===== src/rtl/logic_unit_pkg.sv =====
// Shared encodings for the ALU32 logic group: bitwise op codes and arbiter FSM states.
// Imported by logic_op32 and logic_unit_arbiter.
package logic_unit_pkg;

    localparam logic [1:0] OP_AND = 2'b00;
    localparam logic [1:0] OP_OR  = 2'b01;
    localparam logic [1:0] OP_XOR = 2'b10;
    localparam logic [1:0] OP_NOR = 2'b11;

    typedef enum logic [1:0] {
        ST_IDLE = 2'd0,
        ST_EXEC = 2'd1,
        ST_RESP = 2'd2
    } state_t;

endpackage


===== src/rtl/logic_op32.sv =====
// Purely combinational 32-bit bitwise unit: AND / OR / XOR / NOR selected by Op.
// Zero latency; no flow control.
module logic_op32
    import logic_unit_pkg::*;
(
    input  logic [1:0]  Op,
    input  logic [31:0] In1,
    input  logic [31:0] In2,
    output logic [31:0] Out
);

    always_comb begin
        Out = '0;
        case (Op)
            OP_AND:  Out = In1 & In2;
            OP_OR:   Out = In1 | In2;
            OP_XOR:  Out = In1 ^ In2;
            OP_NOR:  Out = ~(In1 | In2);
            default: Out = '0;
        endcase
    end

endmodule


===== src/rtl/logic_unit_arbiter.sv =====
// Round-robin arbiter sharing one logic_op32 among NREQ requesters; result 2 cycles after grant.
// Single request in flight: Req_Ready is held low until the response is taken by Rsp_Ready.
module logic_unit_arbiter
    import logic_unit_pkg::*;
#(
    parameter int NREQ = 4,
    parameter int IDW  = 2
) (
    input  logic                Clk,
    input  logic                Rst_n,
    input  logic [NREQ-1:0]     Req_Valid,
    output logic [NREQ-1:0]     Req_Ready,
    input  logic [2*NREQ-1:0]   Req_Op,
    input  logic [32*NREQ-1:0]  Req_A,
    input  logic [32*NREQ-1:0]  Req_B,
    output logic                Rsp_Valid,
    input  logic                Rsp_Ready,
    output logic [31:0]         Rsp_Data,
    output logic [IDW-1:0]      Rsp_Id,
    output logic                Busy
);

    state_t          state_q;
    logic [IDW-1:0]  ptr_q, ptr_d;
    logic [IDW-1:0]  id_q;
    logic [1:0]      op_q;
    logic [31:0]     a_q, b_q;
    logic            rsp_vld_q;
    logic [31:0]     rsp_dat_q;
    logic [IDW-1:0]  rsp_id_q;

    logic            win_vld;
    logic [IDW-1:0]  win_id;
    logic            req_hs;
    logic [31:0]     lu_out;
    int              j;

    // Scan from the highest offset down so the nearest valid requester at or after Ptr wins.
    always_comb begin
        win_vld = 1'b0;
        win_id  = '0;
        j       = 0;
        for (int k = NREQ - 1; k >= 0; k--) begin
            j = int'(ptr_q) + k;
            if (j >= NREQ) j = j - NREQ;
            if (Req_Valid[j]) begin
                win_vld = 1'b1;
                win_id  = IDW'(j);
            end
        end
    end

    assign req_hs    = Rst_n && (state_q == ST_IDLE) && win_vld;
    assign Req_Ready = req_hs ? (NREQ'(1) << win_id) : '0;
    assign ptr_d     = (win_id == IDW'(NREQ - 1)) ? '0 : win_id + IDW'(1);

    logic_op32 u_logic_op32 (
        .Op  (op_q),
        .In1 (a_q),
        .In2 (b_q),
        .Out (lu_out)
    );

    always_ff @(posedge Clk or negedge Rst_n) begin
        if (!Rst_n) begin
            state_q   <= ST_IDLE;
            ptr_q     <= '0;
            id_q      <= '0;
            op_q      <= '0;
            a_q       <= '0;
            b_q       <= '0;
            rsp_vld_q <= 1'b0;
            rsp_dat_q <= '0;
            rsp_id_q  <= '0;
        end else begin
            case (state_q)
                ST_IDLE: begin
                    if (req_hs) begin
                        op_q    <= Req_Op[2*int'(win_id) +: 2];
                        a_q     <= Req_A[32*int'(win_id) +: 32];
                        b_q     <= Req_B[32*int'(win_id) +: 32];
                        id_q    <= win_id;
                        ptr_q   <= ptr_d;
                        state_q <= ST_EXEC;
                    end
                end
                ST_EXEC: begin
                    rsp_dat_q <= lu_out;
                    rsp_id_q  <= id_q;
                    rsp_vld_q <= 1'b1;
                    state_q   <= ST_RESP;
                end
                ST_RESP: begin
                    if (Rsp_Ready) begin
                        rsp_vld_q <= 1'b0;
                        state_q   <= ST_IDLE;
                    end
                end
                default: state_q <= ST_IDLE;
            endcase
        end
    end

    assign Rsp_Valid = rsp_vld_q;
    assign Rsp_Data  = rsp_dat_q;
    assign Rsp_Id    = rsp_id_q;
    assign Busy      = (state_q != ST_IDLE);

endmodule


===== config.mk =====
export PLATFORM = sky130hd
export DESIGN_NAME = logic_unit_arbiter
export DESIGN_NICKNAME = d
export VERILOG_FILES = /design/src/rtl/logic_unit_pkg.sv /design/src/rtl/logic_op32.sv /design/src/rtl/logic_unit_arbiter.sv
export SDC_FILE = /design/constraint.sdc
export NUM_CORES = 1
export LEC_CHECK = 0
export BUFFER_PORTS_ARGS = -buffer_cell sky130_fd_sc_hd__clkbuf_2
export CAP_MARGIN = 20
export CORE_MARGIN = 2
export CORE_UTILIZATION = 30
export DETAILED_ROUTE_END_ITERATION = 12
export PLACE_DENSITY = 0.64
export SLEW_MARGIN = 10
export SYNTH_ARGS = -nofsm -noshare
export SYNTH_HDL_FRONTEND = slang
export SYNTH_SLANG_ARGS = --single-unit

===== constraint.sdc =====
create_clock -name Clk -period 3.5 [get_ports Clk]
set_input_delay 0.175 -clock Clk [delete_from_list [all_inputs] [get_ports Clk]]
set_output_delay 0.175 -clock Clk [all_outputs]
set_load 0.005 [all_outputs]

* Word-level counts from Yosys, hierarchy flattened
Index checks and enable logic that the tools add are counted.
** Storage, ports and cells
- Flip-flop bits (word level) :: 107
- Input port bits :: 271
- Output and inout port bits :: 40
** Cells by class
- Add/sub/neg operators :: 8
- $lt $le $gt $ge :: 8
- Eq/ne operators :: 8
- Shift-type cells :: 4
- Multiplexer cells :: 32
- Bitwise gates (word level) :: 4
- Reduce and logical (&&, ||, !) cells :: 9
** Operators by type and width (count)
- indexed part select 128 x 8 -> 32 bit :: 2
- less-than comparator 32 x 4 -> 1 bit, second input constant :: 4
- 2-to-1 mux 32 bit :: 4
- case mux 32 bit (4 select lines) :: 1
- AND 32 bit :: 1
- NOT 32 bit :: 1
- bitwise OR 32 bit :: 1
- XOR 32 bit :: 1
- 2-to-1 mux 2 bit :: 7
- 2-to-1 mux 1 bit :: 13
- subtractor 3 x 3 -> 4 bit, second input constant :: 3
- greater-or-equal comparator 3 bit, second input constant :: 3
- binary-select mux 1 bit (select 2 bit) :: 4
- == test 2 bit, second input constant :: 4
- indexed part select 8 x 4 -> 2 bit :: 1
- adder 2 x 2 -> 3 bit, second input constant :: 2
- case mux 2 bit (3 select lines) :: 1
- AND reduction 2 bit :: 3
- == test 2 x 1 -> 1 bit, second input constant :: 2
- logical NOT 2 bit :: 2
- 2-to-1 mux 4 bit :: 1
- != test 2 bit, second input constant :: 2
- nonzero test 2 bit :: 2
- << shifter 1 x 2 -> 4 bit, first input constant :: 1
- 6 further kinds :: 7

* Longest topological paths before layout
Gate-level depths: netlist of run 1.
- Depth after elaboration :: 13
- Depth in mapped cells :: 7
- Mapped depth without buffers :: 6

* Cells and area by module
Synthesis of run 1 repeated with hierarchy kept, for this count alone.
** Second synthesis, totals
- Cells, all modules :: 720
- Area total of the unflattened synthesis :: 8050.2 sq um
** Modules (own cells, without submodules)
- logic_unit_arbiter :: times used 1, cells each 485, area an instance 5944.5 sq um, sequential area each 2677.6 sq um
- logic_op32 :: times used 1, cells each 235, area an instance 2105.8 sq um, sequential area each 0.0 sq um

* Least setup slack after synthesis of run 1
Ideal clock, no wire load.
- Path type :: flip-flop to flip-flop
- Start :: reg ptr_q[1]
- End :: reg a_q[23]
- Library setup time :: 0.142 ns
- Arrival time :: 1.554 ns
- Required time :: 3.358 ns
- Slack :: 1.804 ns
- Cell stages (with the launch flop) :: 8
- Buffers on the path :: 3
- Clock period less this slack :: 1.696 ns
- Cells stage by stage :: dfrtp_1 -> a21bo_1 -> a221o_1 -> buf_2 -> buf_6 -> buf_6 -> mux2i_1 -> o221ai_1
** Between the ends
- Cells in the longest elaborated chain, start to end :: 12
** RTL lines
- from (decl) :: RTL line logic_unit_arbiter.sv:24 : logic [IDW-1:0] ptr_q, ptr_d;
- from (signal assigned) :: RTL line logic_unit_arbiter.sv:83 : ptr_q <= ptr_d;
- parallel branches: the longest is 12 deep, another holds subtractor 3 x 3 -> 4 bit
- to (signal assigned) :: RTL line logic_unit_arbiter.sv:80 : a_q <= Req_A[32*int'(win_id) +: 32];
- to (decl) :: RTL line logic_unit_arbiter.sv:27 : logic [31:0] a_q, b_q;
Parallel ways; which one is timed is not known. The select of a mux whose other input is x is not followed.
A chain may end at the register's enable or synchronous reset.

* Worst setup path after layout of run 1
- Start :: reg ptr_q[1]
- End :: out Req_Ready[2]
** Between the ends
- Cells in the longest elaborated chain, start to end :: 12
** RTL lines
- adder 2 x 2 -> 3 bit :: RTL line logic_unit_arbiter.sv:44 : j = int'(ptr_q) + k;
- subtractor 3 x 3 -> 4 bit or greater-or-equal comparator 3 bit (tied branches) :: RTL line logic_unit_arbiter.sv:45 : if (j >= NREQ) j = j - NREQ;
- 2-to-1 mux 32 bit :: RTL line logic_unit_arbiter.sv:45
- binary-select mux 1 bit (select 2 bit) :: RTL line logic_unit_arbiter.sv:46 : if (Req_Valid[j]) begin
- 2-to-1 mux 1 bit (not written as such) (2 in a row) :: RTL line logic_unit_arbiter.sv:46
- 2-to-1 mux 2 bit or 2-to-1 mux 1 bit (tied branches) (4 in a row) :: RTL line logic_unit_arbiter.sv:46
- << shifter 1 x 2 -> 4 bit or logical AND 1 bit (tied branches) :: RTL line logic_unit_arbiter.sv:54, logic_unit_arbiter.sv:53
- 2-to-1 mux 4 bit (*) :: RTL line logic_unit_arbiter.sv:54 : assign Req_Ready = req_hs ? (NREQ'(1) << win_id) : '0;
- to (decl) :: RTL line logic_unit_arbiter.sv:12 : output logic [NREQ-1:0] Req_Ready,
Mark *: on every way between the ends. The rest lies on a longest branch, timed or not. The select of a mux whose other input is x is not followed.

==> results of run 1 <==
-- logic make-up after synthesis --
group	count (synthesis)	share of synthesized area
AOI/OAI and AO/OA	175	0.161
adders and majority gates	64	0.104
buffers and inverters	129	0.0778
DFF	107	0.348
muxes	135	0.176
and+or+nand+nor	218	0.134
-- worst max-delay path: cells and delay by family (launching register included) --
| family | cells | cell delay, ns |
|---|---|---|
| and+or+nand+nor | 3 | 1.16 |
| DFF | 1 | 0.44 |
| buffers and inverters | 1 | 0.14 |
| AOI/OAI and AO/OA | 1 | 0.32 |
-- cell type report --
| class | instances | area [µm²] |
|---|---|---|
| Inverter | 68 | 255 |
| Multi-Input combinational cell | 592 | 4450 |
| Clock inverter | 3 | 45.0 |
| Timing Repair Buffer | 321 | 1720 |
| Clock buffer | 13 | 270 |
| Fill cell | 2554 | 15300 |
| Tap cell | 330 | 413 |
| Sequential cell | 107 | 2680 |
-- layout by cell type (no fill, tap or decap), types with 2 or more instances in the layout --
cell type,count
a21o_1,2
buf_12,7
buf_4,5
clkbuf_16,9
clkbuf_2,309
clkbuf_8,3
clkinvlp_4,2
dfrtp_1,105
dfrtp_2,2
ha_1,64
inv_1,67
mux2_1,2
mux2i_1,133
nand2_1,102
nand2b_1,2
nor2_1,39
nor2b_1,67
o21ai_0,57
o21ai_1,8
o221ai_1,66
o31ai_1,32
-- state kept, by name (all words and copies together) (netlist names) --
signal     cells
state_q        2
ptr_q          2
op_q           2
Rsp_Valid      1
Rsp_Id         2
b_q           32
id_q           2
Rsp_Data      32
a_q           32
-- power by group through the flow --
stage	sequential [W]	combinational (W)	clock, W
global placement	0.00244	0.00352	0
floorplan	0.00220	0.00285	0
global route	0.00250	0.00421	0.00117
CTS	0.00245	0.00366	0.00113
detailed placement	0.00247	0.00364	0
finish	0.00238	0.00365	0.00108
-- metal layers --
layer  share of wire  vias to the layer above  global-route usage
li1                -                     3450                   -
met1            0.42                     3106               0.173
met2            0.51                      187               0.277
met3           0.056                       17              0.0323
met4           0.014                        0              0.0355
met5               0                        -                   0
-- cell usage after synthesis, types with 2 or more instances --
master,number
mux2i_1,133
dfrtp_1,107
nand2_1,102
inv_1,67
nor2b_1,67
o221ai_1,66
ha_1,64
o21ai_0,57
nor2_1,39
o31ai_1,32
clkbuf_1,30
buf_6,13
buf_1,8
buf_2,8
o21ai_1,8
nand2b_1,3
a21o_1,2
buf_4,2
mux2_1,2
-- worst max-delay path by stage --
| stage | slack [ns] | endpoint |
|---|---|---|
| after floorplan | 1.80 | a_q[23] |
| after global placement | 1.16 | b_q[27] |
| after detailed placement | 1.05 | a_q[14] |
| after CTS | 0.80 | Req_Ready[2] |
| after global routing | 0.67 | Req_Ready[2] |
| final | 0.92 | Req_Ready[2] |
-- through the flow --
stage          total power (W)  setup WS [ns]  instance area (µm²)   util
2_1_floorplan          0.00504           1.80                 7700      -
3_3_place_gp           0.00596           1.16                 9500  0.377
3_5_place_dp           0.00611           1.05                 9500  0.377
4_1_cts                0.00724          0.800                 9820  0.390
5_1_grt                0.00788          0.672                 9840  0.391
6_report               0.00712          0.918                 9840  0.391
==> results.ini, run 1 <==
[setup_path]
rrSetupSlack_ns = 1.12
crit_fanout = 32
startpoint = ptr_q[1]
regToRegStartpoint = ptr_q[1]
worst_path_max_delay_cell = nand3_2
regToRegEndpoint = b_q[25]
cp_cell_sequence = and2_1, o211ai_1, nand3_2, nor2b_1, clkbuf_2
path_class = reg -> out
cp-start-kind = register
arrival_ns = 2.41
slowest_delay_ns = 0.66
endpoint_kind = output pin
rr_worst_depth = 5
crit_required_ns = 3.32

[synth]
synth_top_cell_area_share = 0.348
synth_top_cell_by_area = dfrtp_1
ys_warn_count = 0
synth_seq_cells = 107
ys_types = 37
synth-edff-count = 0
ys_seq_area_frac = 0.348
synth_top_cells_by_area = dfrtp_1 35%, mux2i_1 17%, ha_1 10%
synth_area_per_cell_um2 = 9.30
netlist_area_um2 = 7700
syn_nets = 1163
async_flop_share = 1.00
syn_inst = 828
synth_ff_type = dfrtp_1

[run_status]
status = completed

[power_and_ir_drop]
combPwrFrac = 0.513
ir_worst_vdd_mv = 0.327
seqPwrFrac = 0.335
power_frac_clock = 0.152
p_leak_nw = 5.27
p_int_w = 0.00417
power_density_nw_per_um2 = 723
switching_share = 0.414
p_switching_w = 0.00294

[min_path]
hold_path.class = in -> async

[place]
placedCellCount = 1417
io_buffers = 310
dp_hpwl_mm = 14.8
gp_congestion = 0.785

[clock_network]
post_cts_resized = 0
cts_max_level = 3
clock_latency_ns = 0.35
cts_tree = built
cts.clk_slew.worst_paths_ns = 0.07
cts.sinks = 107
clockRootBuffer = clkbuf_16
cts_setup_buffers = 0
ctsHoldBuffers = 0
clk_path_buf_depth = 2
numCtsBuffers = 9

[sta]
fin_crit_sh = 0.738
worstMarginPinSlew_ns = 0.808
rsz0062_at_grt = false
fmax_mhz = 387
relSlewSlack = 0.460
slew_viol_final = 0
tns_ns = 0
setup_viol = 0
finalHoldViolations = 0
skew_ns = 0.00964
layout_min_cycle_time_ns = 2.58
fin_hold_ws_ns = 0.0125

[die]
io_pins = 311
start_util = 0.306
fp.dieArea_um2 = 27000
core_um2 = 25200
dieHeight_um = 164
die_x_um = 164
num_rows = 58

[global_route]
track_usage = 0.149
grt-ovfl-total = 0
antenna_found_initial = 0
grt_pass1_vias = 6572
grt_max_degree = 72
grt_pass1_wl_mm = 32.2

[job]
maxCapViolations = 0

[layout]
num-nets-final = 1434
syn_to_final_growth_pct = 27.7
antennaDiodeCount = 0
instances_no_fill = 1434
drive_gt1_frac = 0.313

[route]
first_pass_iters = 4
dr_total_vias = 6760
via_per_inst = 4.71
drtIter0Drc = 205
drcViolationCount = 0
postRouteAntennaNets = 0
wl_mm = 20.0
wl_per_cell_um = 13.9

No activity file was read; power rests on OpenSTA's default activity.
==> inputs of run 2 (changes only) <==
--- a/config.mk
+++ b/config.mk
@@ -10,7 +10,7 @@
 export CORE_MARGIN = 2
 export CORE_UTILIZATION = 30
 export DETAILED_ROUTE_END_ITERATION = 12
-export PLACE_DENSITY = 0.64
+export PLACE_DENSITY = 0.66
 export SLEW_MARGIN = 10
 export SYNTH_ARGS = -nofsm -noshare
 export SYNTH_HDL_FRONTEND = slang
==> constraint.sdc (replaced) <==
create_clock -name Clk -period 2.33 [get_ports Clk]
set_input_delay 0.1165 -clock Clk [delete_from_list [all_inputs] [get_ports Clk]]
set_output_delay 0.1165 -clock Clk [all_outputs]
set_load 0.005 [all_outputs]
==> run 2 against run 1 <==
Critical path type unchanged. Largest cell class unchanged. Final area up 0.79%. Highest routed layer unchanged. Largest power group unchanged. Sequential share of layout area down 0.21 points. Worst setup slack worse by 0.82 ns.
==> results.ini, run 2 (synthesized netlist as in run 1, its figures left out) <==
[die]
num_rows = 58  ; unchanged
core_um2 = 25200  ; unchanged
die_x_um = 164  ; unchanged
io_pins = 311  ; unchanged
dieHeight_um = 164  ; unchanged
start_util = 0.306  ; unchanged
fp.dieArea_um2 = 27000  ; unchanged

[setup_path]
slowest_delay_ns = 0.50  ; -0.16 ns
regToRegEndpoint = b_q[8]
startpoint = ptr_q[1]
rrSetupSlack_ns = 0.26  ; -0.86 ns
critPathCapture = Req_Ready[3]
cp-start-kind = register
rr_worst_depth = 5  ; unchanged
crit_required_ns = 2.21  ; -1.11 ns
path_class = reg -> out
regToRegStartpoint = ptr_q[1]
path_depth = 5  ; unchanged
worst_path_max_delay_cell = a221o_4
critPathBufInv = 2  ; +1
arrival_ns = 2.11  ; -0.30 ns
critical_path.top_delay_family = compound AO/OA/AOI/OAI gates
cp_cell_sequence = mux2i_1, a221o_4, buf_16, nor4_2, clkbuf_2
endpoint_kind = output pin
crit_fanout = 32  ; unchanged

[layout]
final_cell_mix = 309 x clkbuf_2, 133 x mux2i_1, 105 x dfrtp_1, 102 x nand2_1
drive_gt1_frac = 0.315  ; +0.00220
nFillCells = 2514  ; -1.6%
syn_to_final_growth_pct = 28.7
antennaDiodeCount = 0  ; unchanged
layout_commonest_cell = clkbuf_2
num-nets-final = 1439  ; +0.35%

[power_and_ir_drop]
power_density_nw_per_um2 = 1100  ; +52%
p_leak_nw = 5.30  ; +0.65%
ir_worst_vdd_mv = 0.476  ; +46%

[min_path]
hold_depth = 4
hold_path.class = in -> reg

[clock_network]
clock_latency_ns = 0.35  ; about the same
cts_tree = built
cts_max_level = 3  ; unchanged
cts_setup_buffers = 0  ; unchanged
numCtsBuffers = 9  ; unchanged
cts.clk_slew.worst_paths_ns = 0.08  ; about the same
clk_path_buf_depth = 2  ; unchanged
cts.sinks = 107  ; unchanged
clockRootBuffer = clkbuf_16

[route]
postRouteAntennaNets = 0  ; unchanged
drcViolationCount = 0  ; unchanged
wl_per_cell_um = 14.5  ; +3.9%
wl_mm = 20.8  ; +4.2%
first_pass_iters = 6  ; +2
via_per_inst = 4.78  ; +1.3%
dr_total_vias = 6874  ; +1.7%
drtIter0Drc = 279  ; +36%

[place]
gp_congestion = 0.771  ; -1.8%
dp_hpwl_mm = 15.9  ; +7.2%
io_buffers = 310  ; unchanged

[run_status]
status = completed

[sta]
rsz0062_at_grt = false
relSlewSlack = 0.519  ; +0.0595
fin_hold_ws_ns = 0.0402  ; +0.0278 ns
fin_crit_sh = 0.956
tns_ns = 0  ; unchanged
skew_ns = 0.0132  ; +0.00356 ns
worstMarginPinSlew_ns = 0.721  ; -0.0862 ns
setup_viol = 0  ; unchanged
fmax_mhz = 449
finalHoldViolations = 0  ; unchanged
layout_min_cycle_time_ns = 2.23
slew_viol_final = 0  ; unchanged

[global_route]
track_usage = 0.152  ; +0.00324
grt-ovfl-total = 0  ; unchanged
grt_pass1_vias = 6650  ; +1.2%
grt_max_degree = 98  ; +36%
antenna_found_initial = 0  ; unchanged
grt_pass1_wl_mm = 32.6  ; +1.4%

[job]
maxCapViolations = 0  ; unchanged

## run 2: what timing repair did
item / 4_1_cts / 5_1_grt
endpoints found under the setup margin: 0 / 1
gates resized for setup: 0 / 2
hold buffers: 1 / 0
endpoints found under the hold margin: 84 / 0
## run 2: cell type report
cell class / count / area, µm² / share of cell area
flip-flops and latches: 107 / 2680 / 0.270
well taps: 330 / 413 / 0.0417
repair buffers: 326 / 1790 / 0.180
multi-input cells: 592 / 4450 / 0.449
clock buffers: 12 / 246 / 0.0249
inverters: 68 / 255 / 0.0257
clock inverters: 4 / 75.1 / 0.00757
## run 2: worst min-delay path by stage
| stage | startpoint | endpoint | slack, ns |
|---|---|---|---|
| global placement | Rst_n | Rsp_Data[3] | 0.35 |
| global route | Rsp_Ready | state_q[1] | 0.05 |
| floorplan | Rst_n | Rsp_Data[0] | -0.18 |
| finish | Rsp_Ready | state_q[1] | 0.04 |
| CTS | Rsp_Ready | state_q[1] | 0.01 |
| detailed placement | Rst_n | Rsp_Data[1] | 0.35 |
## run 2: worst min-delay path: cells and delay by family
kind | cells | cell delay [ns]
and+or+nand+nor | 3 | 0.15
buffers and inverters | 1 | 0.09
## run 2: metrics by stage
stage               cells  setup WS (ns)  area [µm²]  power [W]  utilization
floorplan             828          0.634        7700    0.00758            -
global placement     1421          0.446        9540    0.00902        0.379
detailed placement   1421          0.386        9540    0.00929        0.379
CTS                  1438        0.00955        9870     0.0110        0.392
global route         1439        0.00531        9910     0.0120        0.394
finish               1439          0.101        9910     0.0109        0.394
## run 2: routing by layer
layer  track usage  vias to the layer above  share of wire
li1              -                     3469              -
met4        0.0355                        0          0.010
met2         0.283                      183           0.51
met3        0.0270                       11          0.054
met5             0                        -              0
met1         0.181                     3211           0.43
## run 2: report_power, final
| part | internal (W) | leakage, nW | switching, W | total [W] |
|---|---|---|---|---|
| clock network | 0.000974 | 0.149 | 0.000696 | 0.00167 |
| logic | 0.00266 | 3.83 | 0.00304 | 0.00570 |
| registers | 0.00275 | 1.33 | 0.000749 | 0.00350 |
| total | 0.00638 | 5.30 | 0.00448 | 0.0109 |
==> inputs of run 3 (changes only) <==
--- a/config.mk
+++ b/config.mk
@@ -7,10 +7,13 @@
 export LEC_CHECK = 0
 export BUFFER_PORTS_ARGS = -buffer_cell sky130_fd_sc_hd__clkbuf_2
 export CAP_MARGIN = 20
+export CELL_PAD_IN_SITES_DETAIL_PLACEMENT = 2
+export CELL_PAD_IN_SITES_GLOBAL_PLACEMENT = 2
 export CORE_MARGIN = 2
-export CORE_UTILIZATION = 30
+export CORE_UTILIZATION = 26
 export DETAILED_ROUTE_END_ITERATION = 12
-export PLACE_DENSITY = 0.66
+export GPL_ROUTABILITY_DRIVEN = 0
+export PLACE_DENSITY = 0.89
 export SLEW_MARGIN = 10
 export SYNTH_ARGS = -nofsm -noshare
 export SYNTH_HDL_FRONTEND = slang
==> run 3 against run 2 <==
Core utilization down 5.0 points. Global-route usage is 2.3 points higher. Sequential share of layout area shrank 0.52 points. Final cell count rose by 5.1%. Fmax fell by 2.0%. Critical path type unchanged. Largest power group unchanged.
==> results.ini, run 3 (synthesized netlist as in run 1, its figures left out) <==
[clock_network]
clockRootBuffer = clkbuf_16
numCtsBuffers = 9  ; unchanged
cts_max_level = 3  ; unchanged
cts_tree = built
ctsHoldBuffers = 0  ; -1
clk_path_buf_depth = 2  ; unchanged
cts.clk_slew.worst_paths_ns = 0.08  ; about the same
clock_latency_ns = 0.35  ; about the same
cts.sinks = 107  ; unchanged

[place]
placedCellCount = 1486  ; +4.6%
post-place-ws_ns = 0.135  ; -0.251 ns
dp_hpwl_mm = 21.0  ; +33%
io_buffers = 310  ; unchanged
postPlaceCellArea_um2 = 9660  ; +1.2%

[layout]
num-nets-final = 1453  ; +0.97%
final_cell_mix = 308 x clkbuf_2, 132 x mux2i_1, 104 x dfrtp_1, 102 x nand2_1
drive_gt1_frac = 0.328  ; +0.0133
final_util = 0.344  ; -0.0498
syn_to_final_growth_pct = 31.2
layout_commonest_cell = clkbuf_2
final_area_um2 = 10100  ; +2.0%
register_area_um2 = 2680  ; about the same
nFillCells = 3324  ; +32%
instances_no_fill = 1513  ; +5.1%
multi_input_area_um2 = 4490  ; +0.81%

[setup_path]
crit_required_ns = 2.21  ; about the same
endpoint_kind = output pin
arrival_ns = 2.16  ; +0.05 ns
path_class = reg -> out
cp-start-kind = register
crit_fanout = 9  ; -72%

[global_route]
track_usage = 0.175  ; +0.0230
grt_pass1_vias = 8485  ; +28%
grt_max_degree = 59  ; -40%
grt_pass1_wl_mm = 43.3  ; +33%
antenna_found_initial = 1  ; +1
grt-ovfl-total = 0  ; unchanged

[power_and_ir_drop]
combPwrFrac = 0.545  ; +0.020
p_leak_nw = 5.37  ; +1.2%
p_int_w = 0.00650  ; +1.9%
p_switching_w = 0.00502  ; +12%
power_frac_clock = 0.146  ; -0.008
switching_share = 0.436  ; +0.0233
power_density_nw_per_um2 = 1140  ; +4.0%
seqPwrFrac = 0.309  ; -0.013
ir_worst_vdd_mv = 0.402  ; -16%

[job]
maxCapViolations = 0  ; unchanged

[sta]
finalHoldViolations = 0  ; unchanged
setup_viol = 0  ; unchanged
fin_crit_sh = 0.976  ; +0.0192
fmax_mhz = 440  ; -2.0%
skew_ns = 0.0139  ; +0.000694 ns
relSlewSlack = 0.454  ; -0.0649
slew_viol_final = 0  ; unchanged
worstMarginPinSlew_ns = 0.819  ; +0.0974 ns
tns_ns = 0  ; unchanged
layout_min_cycle_time_ns = 2.27  ; +0.0448 ns
finalWorstSetupSlack_ns = 0.0566  ; -0.0448 ns

[die]
io_pins = 311  ; unchanged
dieHeight_um = 176  ; +7.2%
core_um2 = 29400  ; +17%
num_rows = 63  ; +8.6%
fp.dieArea_um2 = 31000  ; +15%
die_x_um = 176  ; +7.2%
start_util = 0.262  ; -0.0439

[run_status]
status = completed

[route]
dr_total_vias = 7463  ; +8.6%
wl_mm = 27.8  ; +33%
first_pass_iters = 4  ; -2
drtIter0Drc = 228  ; -18%
via_per_inst = 4.93  ; +3.3%
wl_per_cell_um = 18.4  ; +27%
postRouteAntennaNets = 0  ; unchanged
drcViolationCount = 0  ; unchanged

[min_path]
hold_path.class = in -> async

run 3: changes by cell type in the layout (fill, tap and decap cells not counted), sizes merged:
cell | previous run | this run
clkinvlp | 2 | 1
clkinv | 0 | 1
a221o | 1 | 2
diode | 0 | 1
dlygate4sd3 | 1 | 0
clkbuf | 322 | 320
buf | 15 | 30
run 3: layer usage:
metal,up-vias,wire length [µm],track usage,share of wire
li1,3489,-,-,-
met1,3713,10800,0.194,0.39
met2,220,14800,0.336,0.53
met3,41,1330,0.0269,0.048
met4,0,796,0.0637,0.029
met5,-,0,0,0
run 3: timing repair:
| action | in CTS | in global routing |
|---|---|---|
| gates cloned | 1 | 1 |
| pin swaps | 1 | 2 |
| endpoints found under the setup margin | 4 | 2 |
| resized for setup | 4 | 6 |
| buffers inserted | 2 | 7 |
run 3: final timing paths:
| kind | start | end | slack (ns) | cells after the start |
|---|---|---|---|---|
| worst max-delay path | ptr_q[1] | Req_Ready[2] | 0.06 | 5 |
| worst min-delay path | Rst_n | id_q[0] | 0.006 | 2 |
| worst max register to register | ptr_q[1] | a_q[21] | 0.12 | 6 |
| worst min register to register | id_q[0] | id_q[0] | 0.48 | 1 |
| max in group asynchronous | Rst_n | Rsp_Data[21] | 1.73 | 2 |
| min in group Clk | Rsp_Ready | state_q[1] | 0.07 | 4 |
run 3: area by class of cell:
| cell class | count | area share |
|---|---|---|
| Tap cell | 390 | 0.0483 |
| Timing Repair Buffer | 339 | 0.186 |
| Multi-Input combinational cell | 593 | 0.444 |
| Clock inverter | 4 | 0.00755 |
| Clock buffer | 11 | 0.0230 |
| Sequential cell | 107 | 0.265 |
| Antenna cell | 1 | 0.000247 |
| Inverter | 68 | 0.0252 |
run 3: stage by stage:
step                hold slack, ns  power, W
floorplan                   -0.179   0.00758
global placement             0.387   0.00918
detailed placement           0.422   0.00978
CTS                         0.0430    0.0116
global route                0.0619    0.0127
finish                     0.00632    0.0115
run 3: worst max-delay path, cell delays in order, from the launching register on:
cell and delay, ns:
dfrtp_2 0.47, and2_1 0.21, o211ai_1 0.45, nand3_4 0.24, nor2b_1 0.27, clkbuf_2 0.16
run 3: power groups by stage:
stage	Combinational, W	Clock [W]	Sequential [W]
3_3_place_gp	0.00567	0	0.00351
3_5_place_dp	0.00618	0	0.00360
6_report	0.00628	0.00168	0.00357
4_1_cts	0.00626	0.00175	0.00358
2_1_floorplan	0.00428	0	0.00330
5_1_grt	0.00713	0.00181	0.00372
